File: src/rtl/sram_ctrl_pkg.sv
// Shared definitions for the SRAM port arbiter slice.
// Holds the default bus geometry and the read-tag type that travels
// down the read-return pipeline alongside each SRAM port-0 read.
package sram_ctrl_pkg;

    localparam int ADDR_WIDTH = 8;   // word address bits
    localparam int DATA_WIDTH = 32;  // data bits
    localparam int NUM_WMASKS = 4;   // byte-lane write mask bits

    // One in-flight port-0 read: valid marks a read, id names the requester.
    typedef struct packed {
        logic valid;
        logic id;
    } tag_t;

endpackage

File: src/rtl/sram_port_arbiter_if.sv
// Bundle of every non-clock/reset signal of sram_port_arbiter.
// slave  : arbiter side (takes requests, drives the SRAM macro pins).
// master : environment side (requesters, port-1 reader, SRAM macro model).
interface sram_port_arbiter_if #(
    parameter int ADDR_WIDTH = sram_ctrl_pkg::ADDR_WIDTH,
    parameter int DATA_WIDTH = sram_ctrl_pkg::DATA_WIDTH,
    parameter int NUM_WMASKS = sram_ctrl_pkg::NUM_WMASKS
);
    logic                  req0_valid, req0_ready, req0_we, req0_rvalid;
    logic [NUM_WMASKS-1:0] req0_wmask;
    logic [ADDR_WIDTH-1:0] req0_addr;
    logic [DATA_WIDTH-1:0] req0_wdata, req0_rdata;
    logic                  req1_valid, req1_ready, req1_we, req1_rvalid;
    logic [NUM_WMASKS-1:0] req1_wmask;
    logic [ADDR_WIDTH-1:0] req1_addr;
    logic [DATA_WIDTH-1:0] req1_wdata, req1_rdata;
    logic                  rd_valid, rd_rvalid;
    logic [ADDR_WIDTH-1:0] rd_addr;
    logic [DATA_WIDTH-1:0] rd_rdata;
    logic                  sram_csb0, sram_web0, sram_csb1;
    logic [NUM_WMASKS-1:0] sram_wmask0;
    logic [ADDR_WIDTH-1:0] sram_addr0, sram_addr1;
    logic [DATA_WIDTH-1:0] sram_din0, sram_dout0, sram_dout1;
    logic                  collision, collision_clr;

    modport slave (
        input  req0_valid, req0_we, req0_wmask, req0_addr, req0_wdata,
        output req0_ready, req0_rvalid, req0_rdata,
        input  req1_valid, req1_we, req1_wmask, req1_addr, req1_wdata,
        output req1_ready, req1_rvalid, req1_rdata,
        input  rd_valid, rd_addr,
        output rd_rvalid, rd_rdata,
        output sram_csb0, sram_web0, sram_wmask0, sram_addr0, sram_din0,
        input  sram_dout0,
        output sram_csb1, sram_addr1,
        input  sram_dout1,
        output collision,
        input  collision_clr
    );

    modport master (
        output req0_valid, req0_we, req0_wmask, req0_addr, req0_wdata,
        input  req0_ready, req0_rvalid, req0_rdata,
        output req1_valid, req1_we, req1_wmask, req1_addr, req1_wdata,
        input  req1_ready, req1_rvalid, req1_rdata,
        output rd_valid, rd_addr,
        input  rd_rvalid, rd_rdata,
        input  sram_csb0, sram_web0, sram_wmask0, sram_addr0, sram_din0,
        output sram_dout0,
        input  sram_csb1, sram_addr1,
        output sram_dout1,
        input  collision,
        output collision_clr
    );

endinterface

File: src/rtl/rr_arbiter2.sv
// Two-way round-robin selector.
// Ports: clk_i/rst_i (sync active-high), req_i[1:0] request vector,
//        gnt_o[1:0] one-hot (or zero) combinational grant.
// A lone request is granted; on a tie the requester not granted most
// recently wins. Reset makes requester 0 win the first tie.
module rr_arbiter2 (
    input  logic       clk_i,
    input  logic       rst_i,
    input  logic [1:0] req_i,
    output logic [1:0] gnt_o
);
    logic last_q;  // 1: requester 1 was granted most recently
    logic last_d;

    // Grant decode and pointer update; any request is accepted the same cycle.
    always_comb begin
        gnt_o  = 2'b00;
        last_d = last_q;
        case (req_i)
            2'b01:   gnt_o = 2'b01;
            2'b10:   gnt_o = 2'b10;
            2'b11:   gnt_o = last_q ? 2'b01 : 2'b10;
            default: gnt_o = 2'b00;
        endcase
        if (req_i != 2'b00) begin
            last_d = gnt_o[1];
        end else begin
            last_d = last_q;
        end
    end

    // Pointer register.
    always_ff @(posedge clk_i) begin
        if (rst_i) begin
            last_q <= 1'b1;
        end else begin
            last_q <= last_d;
        end
    end

endmodule

File: src/rtl/sram_port_arbiter.sv
// Arbitrates two requesters onto SRAM port 0 (read/write) and passes a
// single reader through to SRAM port 1 (read only).
// Ports: wb_clk_i clock, wb_rst_i sync active-high reset, bus (slave
// modport): req0_*/req1_* requester handshakes and read returns, rd_*
// port-1 reader, sram_* macro pins, collision sticky flag + clear.
// Reads return two edges after acceptance; a tag pipeline routes each
// returning word to the requester that issued it.
module sram_port_arbiter
    import sram_ctrl_pkg::tag_t;
#(
    parameter int ADDR_WIDTH = sram_ctrl_pkg::ADDR_WIDTH,
    parameter int DATA_WIDTH = sram_ctrl_pkg::DATA_WIDTH,
    parameter int NUM_WMASKS = sram_ctrl_pkg::NUM_WMASKS
) (
    input  logic                  wb_clk_i,
    input  logic                  wb_rst_i,
    sram_port_arbiter_if.slave    bus
);
    logic [1:0]            req_s, gnt_s;
    logic                  ready0_s, ready1_s, accept_s, sel_we_s, coll_set_s;
    logic [NUM_WMASKS-1:0] sel_wmask_s;
    logic [ADDR_WIDTH-1:0] sel_addr_s;
    logic [DATA_WIDTH-1:0] sel_wdata_s;

    logic                  csb0_q, csb0_d, web0_q, web0_d, csb1_q, csb1_d;
    logic [NUM_WMASKS-1:0] wmask0_q, wmask0_d;
    logic [ADDR_WIDTH-1:0] addr0_q, addr0_d, addr1_q, addr1_d;
    logic [DATA_WIDTH-1:0] din0_q, din0_d;
    tag_t                  tag_p1_q, tag_p1_d, tag_p2_q, tag_p2_d;
    logic                  rd_p1_q, rd_p1_d, rd_p2_q, rd_p2_d;
    logic                  rvalid0_q, rvalid0_d, rvalid1_q, rvalid1_d;
    logic                  rd_rvalid_q, rd_rvalid_d, collision_q, collision_d;
    logic [DATA_WIDTH-1:0] rdata0_q, rdata0_d, rdata1_q, rdata1_d;
    logic [DATA_WIDTH-1:0] rd_rdata_q, rd_rdata_d;

    assign req_s = {bus.req1_valid, bus.req0_valid};

    rr_arbiter2 u_rr (
        .clk_i (wb_clk_i),
        .rst_i (wb_rst_i),
        .req_i (req_s),
        .gnt_o (gnt_s)
    );

    // Nothing is accepted while reset is asserted.
    assign ready0_s = bus.req0_valid & gnt_s[0] & ~wb_rst_i;
    assign ready1_s = bus.req1_valid & gnt_s[1] & ~wb_rst_i;
    assign accept_s = ready0_s | ready1_s;

    // Steer the accepted requester's command onto the port-0 path.
    always_comb begin
        if (ready1_s) begin
            sel_we_s    = bus.req1_we;
            sel_wmask_s = bus.req1_wmask;
            sel_addr_s  = bus.req1_addr;
            sel_wdata_s = bus.req1_wdata;
        end else begin
            sel_we_s    = bus.req0_we;
            sel_wmask_s = bus.req0_wmask;
            sel_addr_s  = bus.req0_addr;
            sel_wdata_s = bus.req0_wdata;
        end
    end

    assign coll_set_s = accept_s & sel_we_s & bus.rd_valid & (sel_addr_s == bus.rd_addr);

    // Next-state for SRAM pins, read pipelines, return data and collision flag.
    always_comb begin
        csb0_d   = 1'b1;
        web0_d   = web0_q;
        wmask0_d = wmask0_q;
        addr0_d  = addr0_q;
        din0_d   = din0_q;
        if (accept_s) begin
            csb0_d   = 1'b0;
            web0_d   = ~sel_we_s;
            wmask0_d = sel_wmask_s;
            addr0_d  = sel_addr_s;
            din0_d   = sel_wdata_s;
        end else begin
            csb0_d   = 1'b1;
        end

        tag_p1_d.valid = accept_s & ~sel_we_s;
        tag_p1_d.id    = ready1_s;
        tag_p2_d       = tag_p1_q;
        // Stage 2 lines up with sram_dout0 being valid for that read.
        rvalid0_d = tag_p2_q.valid & ~tag_p2_q.id;
        rvalid1_d = tag_p2_q.valid &  tag_p2_q.id;
        rdata0_d  = rvalid0_d ? bus.sram_dout0 : rdata0_q;
        rdata1_d  = rvalid1_d ? bus.sram_dout0 : rdata1_q;

        csb1_d      = ~bus.rd_valid;
        addr1_d     = bus.rd_valid ? bus.rd_addr : addr1_q;
        rd_p1_d     = bus.rd_valid;
        rd_p2_d     = rd_p1_q;
        rd_rvalid_d = rd_p2_q;
        rd_rdata_d  = rd_p2_q ? bus.sram_dout1 : rd_rdata_q;

        // A new collision outranks a simultaneous clear.
        if (coll_set_s) begin
            collision_d = 1'b1;
        end else if (bus.collision_clr) begin
            collision_d = 1'b0;
        end else begin
            collision_d = collision_q;
        end
    end

    // State registers with synchronous reset; in-flight reads are dropped.
    always_ff @(posedge wb_clk_i) begin
        if (wb_rst_i) begin
            csb0_q      <= 1'b1;
            web0_q      <= 1'b1;
            wmask0_q    <= '0;
            addr0_q     <= '0;
            din0_q      <= '0;
            csb1_q      <= 1'b1;
            addr1_q     <= '0;
            tag_p1_q    <= '0;
            tag_p2_q    <= '0;
            rd_p1_q     <= 1'b0;
            rd_p2_q     <= 1'b0;
            rvalid0_q   <= 1'b0;
            rvalid1_q   <= 1'b0;
            rd_rvalid_q <= 1'b0;
            rdata0_q    <= '0;
            rdata1_q    <= '0;
            rd_rdata_q  <= '0;
            collision_q <= 1'b0;
        end else begin
            csb0_q      <= csb0_d;
            web0_q      <= web0_d;
            wmask0_q    <= wmask0_d;
            addr0_q     <= addr0_d;
            din0_q      <= din0_d;
            csb1_q      <= csb1_d;
            addr1_q     <= addr1_d;
            tag_p1_q    <= tag_p1_d;
            tag_p2_q    <= tag_p2_d;
            rd_p1_q     <= rd_p1_d;
            rd_p2_q     <= rd_p2_d;
            rvalid0_q   <= rvalid0_d;
            rvalid1_q   <= rvalid1_d;
            rd_rvalid_q <= rd_rvalid_d;
            rdata0_q    <= rdata0_d;
            rdata1_q    <= rdata1_d;
            rd_rdata_q  <= rd_rdata_d;
            collision_q <= collision_d;
        end
    end

    assign bus.req0_ready  = ready0_s;
    assign bus.req1_ready  = ready1_s;
    assign bus.req0_rvalid = rvalid0_q;
    assign bus.req1_rvalid = rvalid1_q;
    assign bus.req0_rdata  = rdata0_q;
    assign bus.req1_rdata  = rdata1_q;
    assign bus.rd_rvalid   = rd_rvalid_q;
    assign bus.rd_rdata    = rd_rdata_q;
    assign bus.sram_csb0   = csb0_q;
    assign bus.sram_web0   = web0_q;
    assign bus.sram_wmask0 = wmask0_q;
    assign bus.sram_addr0  = addr0_q;
    assign bus.sram_din0   = din0_q;
    assign bus.sram_csb1   = csb1_q;
    assign bus.sram_addr1  = addr1_q;
    assign bus.collision   = collision_q;

endmodule

File: src/flat_wrapper.sv
// flat-port wrapper written by rule: the top's interface ports become plain ports
module sram_port_arbiter_flat import sram_ctrl_pkg::tag_t;
#(
    parameter int ADDR_WIDTH = sram_ctrl_pkg::ADDR_WIDTH,
    parameter int DATA_WIDTH = sram_ctrl_pkg::DATA_WIDTH,
    parameter int NUM_WMASKS = sram_ctrl_pkg::NUM_WMASKS
)
  (wb_clk_i, wb_rst_i, bus_req0_valid, bus_req0_we, bus_req0_wmask, bus_req0_addr, bus_req0_wdata, bus_req0_ready, bus_req0_rvalid, bus_req0_rdata, bus_req1_valid, bus_req1_we, bus_req1_wmask, bus_req1_addr, bus_req1_wdata, bus_req1_ready, bus_req1_rvalid, bus_req1_rdata, bus_rd_valid, bus_rd_addr, bus_rd_rvalid, bus_rd_rdata, bus_sram_csb0, bus_sram_web0, bus_sram_wmask0, bus_sram_addr0, bus_sram_din0, bus_sram_dout0, bus_sram_csb1, bus_sram_addr1, bus_sram_dout1, bus_collision, bus_collision_clr);
  sram_port_arbiter_if #(.ADDR_WIDTH(ADDR_WIDTH), .DATA_WIDTH(DATA_WIDTH), .NUM_WMASKS(NUM_WMASKS)) bus_i ();
  input  logic wb_clk_i;
  input  logic wb_rst_i;
  input wire logic [$bits(bus_i.req0_valid)-1:0] bus_req0_valid;
  input wire logic [$bits(bus_i.req0_we)-1:0] bus_req0_we;
  input wire logic [$bits(bus_i.req0_wmask)-1:0] bus_req0_wmask;
  input wire logic [$bits(bus_i.req0_addr)-1:0] bus_req0_addr;
  input wire logic [$bits(bus_i.req0_wdata)-1:0] bus_req0_wdata;
  output wire logic [$bits(bus_i.req0_ready)-1:0] bus_req0_ready;
  output wire logic [$bits(bus_i.req0_rvalid)-1:0] bus_req0_rvalid;
  output wire logic [$bits(bus_i.req0_rdata)-1:0] bus_req0_rdata;
  input wire logic [$bits(bus_i.req1_valid)-1:0] bus_req1_valid;
  input wire logic [$bits(bus_i.req1_we)-1:0] bus_req1_we;
  input wire logic [$bits(bus_i.req1_wmask)-1:0] bus_req1_wmask;
  input wire logic [$bits(bus_i.req1_addr)-1:0] bus_req1_addr;
  input wire logic [$bits(bus_i.req1_wdata)-1:0] bus_req1_wdata;
  output wire logic [$bits(bus_i.req1_ready)-1:0] bus_req1_ready;
  output wire logic [$bits(bus_i.req1_rvalid)-1:0] bus_req1_rvalid;
  output wire logic [$bits(bus_i.req1_rdata)-1:0] bus_req1_rdata;
  input wire logic [$bits(bus_i.rd_valid)-1:0] bus_rd_valid;
  input wire logic [$bits(bus_i.rd_addr)-1:0] bus_rd_addr;
  output wire logic [$bits(bus_i.rd_rvalid)-1:0] bus_rd_rvalid;
  output wire logic [$bits(bus_i.rd_rdata)-1:0] bus_rd_rdata;
  output wire logic [$bits(bus_i.sram_csb0)-1:0] bus_sram_csb0;
  output wire logic [$bits(bus_i.sram_web0)-1:0] bus_sram_web0;
  output wire logic [$bits(bus_i.sram_wmask0)-1:0] bus_sram_wmask0;
  output wire logic [$bits(bus_i.sram_addr0)-1:0] bus_sram_addr0;
  output wire logic [$bits(bus_i.sram_din0)-1:0] bus_sram_din0;
  input wire logic [$bits(bus_i.sram_dout0)-1:0] bus_sram_dout0;
  output wire logic [$bits(bus_i.sram_csb1)-1:0] bus_sram_csb1;
  output wire logic [$bits(bus_i.sram_addr1)-1:0] bus_sram_addr1;
  input wire logic [$bits(bus_i.sram_dout1)-1:0] bus_sram_dout1;
  output wire logic [$bits(bus_i.collision)-1:0] bus_collision;
  input wire logic [$bits(bus_i.collision_clr)-1:0] bus_collision_clr;
  assign bus_i.req0_valid = bus_req0_valid;
  assign bus_i.req0_we = bus_req0_we;
  assign bus_i.req0_wmask = bus_req0_wmask;
  assign bus_i.req0_addr = bus_req0_addr;
  assign bus_i.req0_wdata = bus_req0_wdata;
  assign bus_req0_ready = bus_i.req0_ready;
  assign bus_req0_rvalid = bus_i.req0_rvalid;
  assign bus_req0_rdata = bus_i.req0_rdata;
  assign bus_i.req1_valid = bus_req1_valid;
  assign bus_i.req1_we = bus_req1_we;
  assign bus_i.req1_wmask = bus_req1_wmask;
  assign bus_i.req1_addr = bus_req1_addr;
  assign bus_i.req1_wdata = bus_req1_wdata;
  assign bus_req1_ready = bus_i.req1_ready;
  assign bus_req1_rvalid = bus_i.req1_rvalid;
  assign bus_req1_rdata = bus_i.req1_rdata;
  assign bus_i.rd_valid = bus_rd_valid;
  assign bus_i.rd_addr = bus_rd_addr;
  assign bus_rd_rvalid = bus_i.rd_rvalid;
  assign bus_rd_rdata = bus_i.rd_rdata;
  assign bus_sram_csb0 = bus_i.sram_csb0;
  assign bus_sram_web0 = bus_i.sram_web0;
  assign bus_sram_wmask0 = bus_i.sram_wmask0;
  assign bus_sram_addr0 = bus_i.sram_addr0;
  assign bus_sram_din0 = bus_i.sram_din0;
  assign bus_i.sram_dout0 = bus_sram_dout0;
  assign bus_sram_csb1 = bus_i.sram_csb1;
  assign bus_sram_addr1 = bus_i.sram_addr1;
  assign bus_i.sram_dout1 = bus_sram_dout1;
  assign bus_collision = bus_i.collision;
  assign bus_i.collision_clr = bus_collision_clr;
  sram_port_arbiter #(.ADDR_WIDTH(ADDR_WIDTH), .DATA_WIDTH(DATA_WIDTH), .NUM_WMASKS(NUM_WMASKS)) u_core (.wb_clk_i(wb_clk_i), .wb_rst_i(wb_rst_i), .bus(bus_i));
endmodule
File: config.mk
export PLATFORM = sky130hd
export DESIGN_NAME = sram_port_arbiter_flat
export DESIGN_NICKNAME = d
export VERILOG_FILES = /design/src/rtl/sram_ctrl_pkg.sv /design/src/rtl/sram_port_arbiter_if.sv /design/src/rtl/rr_arbiter2.sv /design/src/rtl/sram_port_arbiter.sv /design/src/flat_wrapper.sv
export SDC_FILE = /design/constraint.sdc
export NUM_CORES = 1
export LEC_CHECK = 0
export ABC_AREA = 1
export BUFFER_PORTS_ARGS = -buffer_cell sky130_fd_sc_hd__buf_2
export CORE_AREA = 3 3 124 126
export DETAILED_ROUTE_END_ITERATION = 8
export DIE_AREA = 0 0 127 129
export GPL_TIMING_DRIVEN = 0
export HOLD_SLACK_MARGIN = 0.02
export PLACE_DENSITY = 0.76
export REMOVE_ABC_BUFFERS = 1
export SYNTH_ARGS = -nofsm -noshare
export SYNTH_HDL_FRONTEND = slang
export SYNTH_SLANG_ARGS = --single-unit
File: constraint.sdc
create_clock -name wb_clk_i -period 3.38 [get_ports wb_clk_i]
set_clock_uncertainty 0.1 [all_clocks]
set_input_delay 0.338 -clock wb_clk_i [delete_from_list [all_inputs] [get_ports wb_clk_i]]
set_output_delay 0.338 -clock wb_clk_i [all_outputs]
set_load 0.05 [all_outputs]
# Word level (Yosys, flattened, before mapping)
# Cells that the tools add are included.
[word_totals] elab_cells=51 mem_count=0 regBits=162 mem_bits_ro=0 output_inout_bits=157 input_bits=168 latchBits=0 mem_bits_rw=0
[classes] muxes=9 n_addsub=0 n_bitwise=15 mul=0 shifts=0 n_lt_le_gt_ge=0 eq_ne=4 reduce_logical=2 n_div=0
[op_table] cell="$mux 32" count=1
[op_table] cell="$and 1x1->1" count=10
[op_table] cell="$eq 8x8->1" count=1
[op_table] cell="$mux 8" count=1
[op_table] cell="$pmux 2 s3" count=1
[op_table] cell="$eq 2x2->1 const B" count=2
[op_table] cell="$mux 1" count=4
[op_table] cell="$mux 4" count=1
[op_table] cell="$not 1->1" count=4
[op_table] cell="$reduce_bool 2->1" count=2
[op_table] cell="$eq 2x1->1 const B" count=1
[op_table] cell="$mux 2" count=1
[op_table] cell="$or 1x1->1" count=1

# Longest topological paths before layout
[depth] ltp_word=9 mapped_depth=11 ltp_nobuf=11

# By module
# From an unflattened synthesis, not the netlist that was laid out.
[hier_totals] cells_unflattened=812 area_unflattened_um2=6094.6
[by_module_without_submodules] module="sram_port_arbiter" cells_each=803 seq_area_each_um2=3223.1 n_inst=1 area_per_inst_um2=6025.8
[by_module_without_submodules] module="rr_arbiter2" cells_each=9 seq_area_each_um2=20.0 n_inst=1 area_per_inst_um2=68.8

# Least setup slack after synthesis
# OpenSTA, ideal clock, no wires.
[synth_timing] path_kind="input to output" start="input bus_req1_valid" end="output bus_req0_ready" setup_slack_ns=1.191 required_ns=2.942 n_path_buf=1 arrival_time_ns=1.751 stages=2 cell_sequence="clkbuf_1 -> a211oi_1"
[synth_via] elab_chain_cells=4 word_cells_on_any_way=6 classes_between="eq/ne (3); mux (1); bitwise (2)"
[synth_rtl] item="start: declaration" line_no="flat_wrapper.sv:20" rtl="input wire logic [$bits(bus_i.req1_valid)-1:0] bus_req1_valid;"
[synth_rtl] item="$eq 2x2->1 or $eq 2x1->1 (tied branches)" line_no="rr_arbiter2.sv:19" rtl="case (req_i)"
[synth_rtl] item="$pmux 2 s3 (*)" line_no="rr_arbiter2.sv:19"
[synth_rtl] item="$and 1x1->1 (*) (2 in series)" line_no="sram_port_arbiter.sv:46" rtl="assign ready0_s = bus.req0_valid & gnt_s[0] & ~wb_rst_i;"
[synth_rtl] item="end: declaration" line_no="flat_wrapper.sv:17" rtl="output wire logic [$bits(bus_i.req0_ready)-1:0] bus_req0_ready;"
# Mark *: on every way between the ends. The rest lies on a longest branch, timed or not.

# Worst setup path in the final report
[layout_timing] start="register u_core.u_rr.last_q" end="output bus_req1_ready"
[layout_via] elab_chain_cells=4
[layout_rtl] item="start: declaration" line_no="rr_arbiter2.sv:12" rtl="logic last_q;"
[layout_rtl] item="start signal: assignment" line_no="rr_arbiter2.sv:37" rtl="last_q <= last_d;"
[layout_rtl] item="$mux 2" line_no="rr_arbiter2.sv:22" rtl="2'b11: gnt_o = last_q ? 2'b01 : 2'b10;"
[layout_rtl] item="$pmux 2 s3" line_no="rr_arbiter2.sv:19"
[layout_rtl] item="$and 1x1->1 (2 in series)" line_no="sram_port_arbiter.sv:47" rtl="assign ready1_s = bus.req1_valid & gnt_s[1] & ~wb_rst_i;"
[layout_rtl] item="end: declaration" line_no="flat_wrapper.sv:25" rtl="output wire logic [$bits(bus_i.req1_ready)-1:0] bus_req1_ready;"
# Every way passes these cells.

==> impl_metrics.toml <==
[floorplan]
rows = 44
die_h_um = 129
core_area_um2 = 14400
io_pins = 325
start_util_pct = 42.4
dieArea_um2 = 16400
die_x_um = 127

[route]
drc = 0
ant_nets = 0
dr.first_iter.drc_count = 356
detail_route.wl_per_cell_um = 14.8
viasPerCell = 4.90
finalWirelength_um = 19500
drt-pass1-iter-count = 5
via_count = 6473

[pwr]
power_density_nw_per_um2 = 586
ir_drop_mv = 0.334
leakage_nw = 4.49

[sta]
fmax_mhz = 342
setup_tns_ps = 0
relSlewSlack_pct = 25.5
tightest_slew_ps = 1120
rsz0062_at_grt = "false"
slew_viol_final = 0
setup_viol = 0
period_share_pct = 86.4
hold_violations = 0
fin_crit_ps = 2920
fin_ws_ps = 458

[min_path]
hold_path.class = "primary input to flop"

[yosys]
ys_seq_elements = 162
synthFlopType = "dfxtp_1"
synth-edff-count = 0
synth_top_area_share_pct = 53.0
synthDistinctLibCells = 22
ys_top_cells_by_count = "nor2_1 (217), dfxtp_1 (162), o21ai_0 (130)"
syn-cell-area_um2 = 6110
ys_top_cells_by_area = "dfxtp_1 (53%), nor2_1 (13%), o21ai_0 (11%), nand2_1 (6.8%), nand3_1 (6.3%)"
seq_area_frac_synth_pct = 53.0
yosysWarnings = 0
syn_inst = 828
synth_largest_area_cell = "dfxtp_1"
yosysMostFrequentCell = "nor2_1"
syn_avg_cell_area_um2 = 7.38
async_reset_ff_share_pct = 0

[critical_path]
startpoint_type = "flop"
crit_chain = "nand2_1 -> nand3_4 -> clkinvlp_4 -> buf_2"
critPathKind = "flop to primary output"
arrival_ps = 2480
path_max_fanout = 39
slowest_delay_ps = 530
critical_path.top_delay_family = "buffers and inverters"
slowest_stage = "nand3_4"
critical_path_required_ps = 2940
path_buf_inv = 2
end_kind = "primary output"

[place]
hpwl_um = 14100
gp_congestion = 0.897
io_buffers = 324
pre_cts_slack_ps = -854

[global_routing]
overflow = 0
grt_pass1_wl_um = 29800
antenna_found_initial = 1
grt_max_degree = 78
grt_pass1_vias = 5760
track_usage_pct = 22.8

[job]
maxCapViolations = 0

[cts]
root_buffer = "clkbuf_16"
h-tree-depth = 4
clk_pin_slew_ps = 60
worstSkewPairLatency_ps = 420
cts.path.max_buffers = 2
cts_num_sinks = 162
tritoncts = "yes"
numCtsBuffers = 17

[layout]
syn2layout_area_growth_pct = 39.4
drive_above_1_share_pct = 32.4
num_antenna_cells = 0
layout.nets = 1295
fillerInstances = 1378

[outcome]
status = "finished, final reports clean"
==> final cells by class <==
type / instances / area [um2] / area share (%)
Sequential cell: 162 / 3240 / 38.1
Timing Repair Buffer: 334 / 1760 / 20.6
Tap cell: 184 / 230 / 2.70
Clock inverter: 13 / 185 / 2.17
Clock buffer: 17 / 425 / 4.99
Multi-Input combinational cell: 572 / 2520 / 29.6
Inverter: 40 / 156 / 1.84
==> power breakdown <==
part | switching (mW) | internal (mW) | leakage, nW | total [mW]
Sequential | 0.0574 | 2.02 | 1.33 | 2.08
Clock | 0.780 | 1.23 | 0.295 | 2.01
Combinational | 0.666 | 0.236 | 2.87 | 0.902
Total | 1.50 | 3.49 | 4.49 | 4.99
==> logic make-up (layout without fill, tap and decap cells) <==
family,after synthesis,in the layout,synth area share (%)
flip-flops,162,162,53.0
AO/OA/AOI/OAI,156,156,13.1
buffers and inverters,95,404,6.26
AND/OR/NAND/NOR,415,416,27.6
==> worst paths after layout <==
check	from	cells past startpoint	slack, ps	endpoint
setup reg to reg	u_core.u_rr.last_q	11	720	u_core.bus.collision
setup / recovery	u_core.u_rr.last_q	4	460	bus_req1_ready
hold / removal	bus_sram_dout1[26]	3	40	u_core.bus.rd_rdata[26]
hold reg to reg	u_core.rd_p1_q	2	300	u_core.rd_p2_q
==> cell usage in the layout, fill, tap and decap left out, types with 6 or more instances in the layout <==
| cell type | netlist | layout |
|---|---|---|
| dlygate4sd3_1 | 0 | 6 |
| clkbuf_16 | 0 | 17 |
| nand3_1 | 77 | 77 |
| a21oi_1 | 13 | 12 |
| dfxtp_1 | 162 | 162 |
| o21ai_0 | 130 | 130 |
| buf_2 | 12 | 324 |
| nand4_1 | 9 | 9 |
| inv_1 | 36 | 35 |
| nor2_1 | 217 | 215 |
| nand2_1 | 110 | 110 |
| o21ai_1 | 6 | 6 |
==> flip-flops by register name, indices dropped and copies added, names as in the netlist, 2 cells and up <==
name / flops
u_core.bus.sram_wmask0: 4
u_core.bus.rd_rdata: 32
u_core.bus.sram_din0: 32
u_core.bus.sram_addr0: 8
u_core.bus.sram_addr1: 8
u_core.bus.req1_rdata: 32
u_core.bus.req0_rdata: 32
u_core.tag_p2_q: 2
u_core.tag_p1_q: 2
==> layer usage <==
layer  vias up  wire (um)  GRT usage (%)
met1      2871       7570           26.5
met3        33       1740           7.43
li1       3276          -              -
met5         -         11              0
met4         2        495           9.78
met2       291       9720           38.9
==> tightest hold or removal path, stage by stage <==
cell    delay [ps]
buf_2           70
nor2_1          30
nor2_1          80
==> stage by stage <==
step	hold WS [ps]	total power [mW]	std cells	utilization, %	instance area [um2]
after CTS	20.2	5.02	1321	59.0	8510
after floorplan	288	2.70	773	-	5880
final	35.2	4.99	1322	59.1	8520
after global routing	32.8	5.17	1322	59.1	8520
after detailed placement	298	3.02	1285	54.3	7830
after global placement	292	3.00	1281	53.6	7730
==> repair_timing <==
| item | CTS | global route |
|---|---|---|
| hold buffers | 6 | 0 |
| gates resized for setup | 2 | 0 |
| endpoints found under the setup margin | 8 | 2 |
| endpoints found under the hold margin | 6 | 0 |
| pin swaps | 0 | 1 |
| setup buffers | 0 | 0 |
| cloned | 0 | 1 |
No activity file was read; power rests on OpenSTA's default activity.
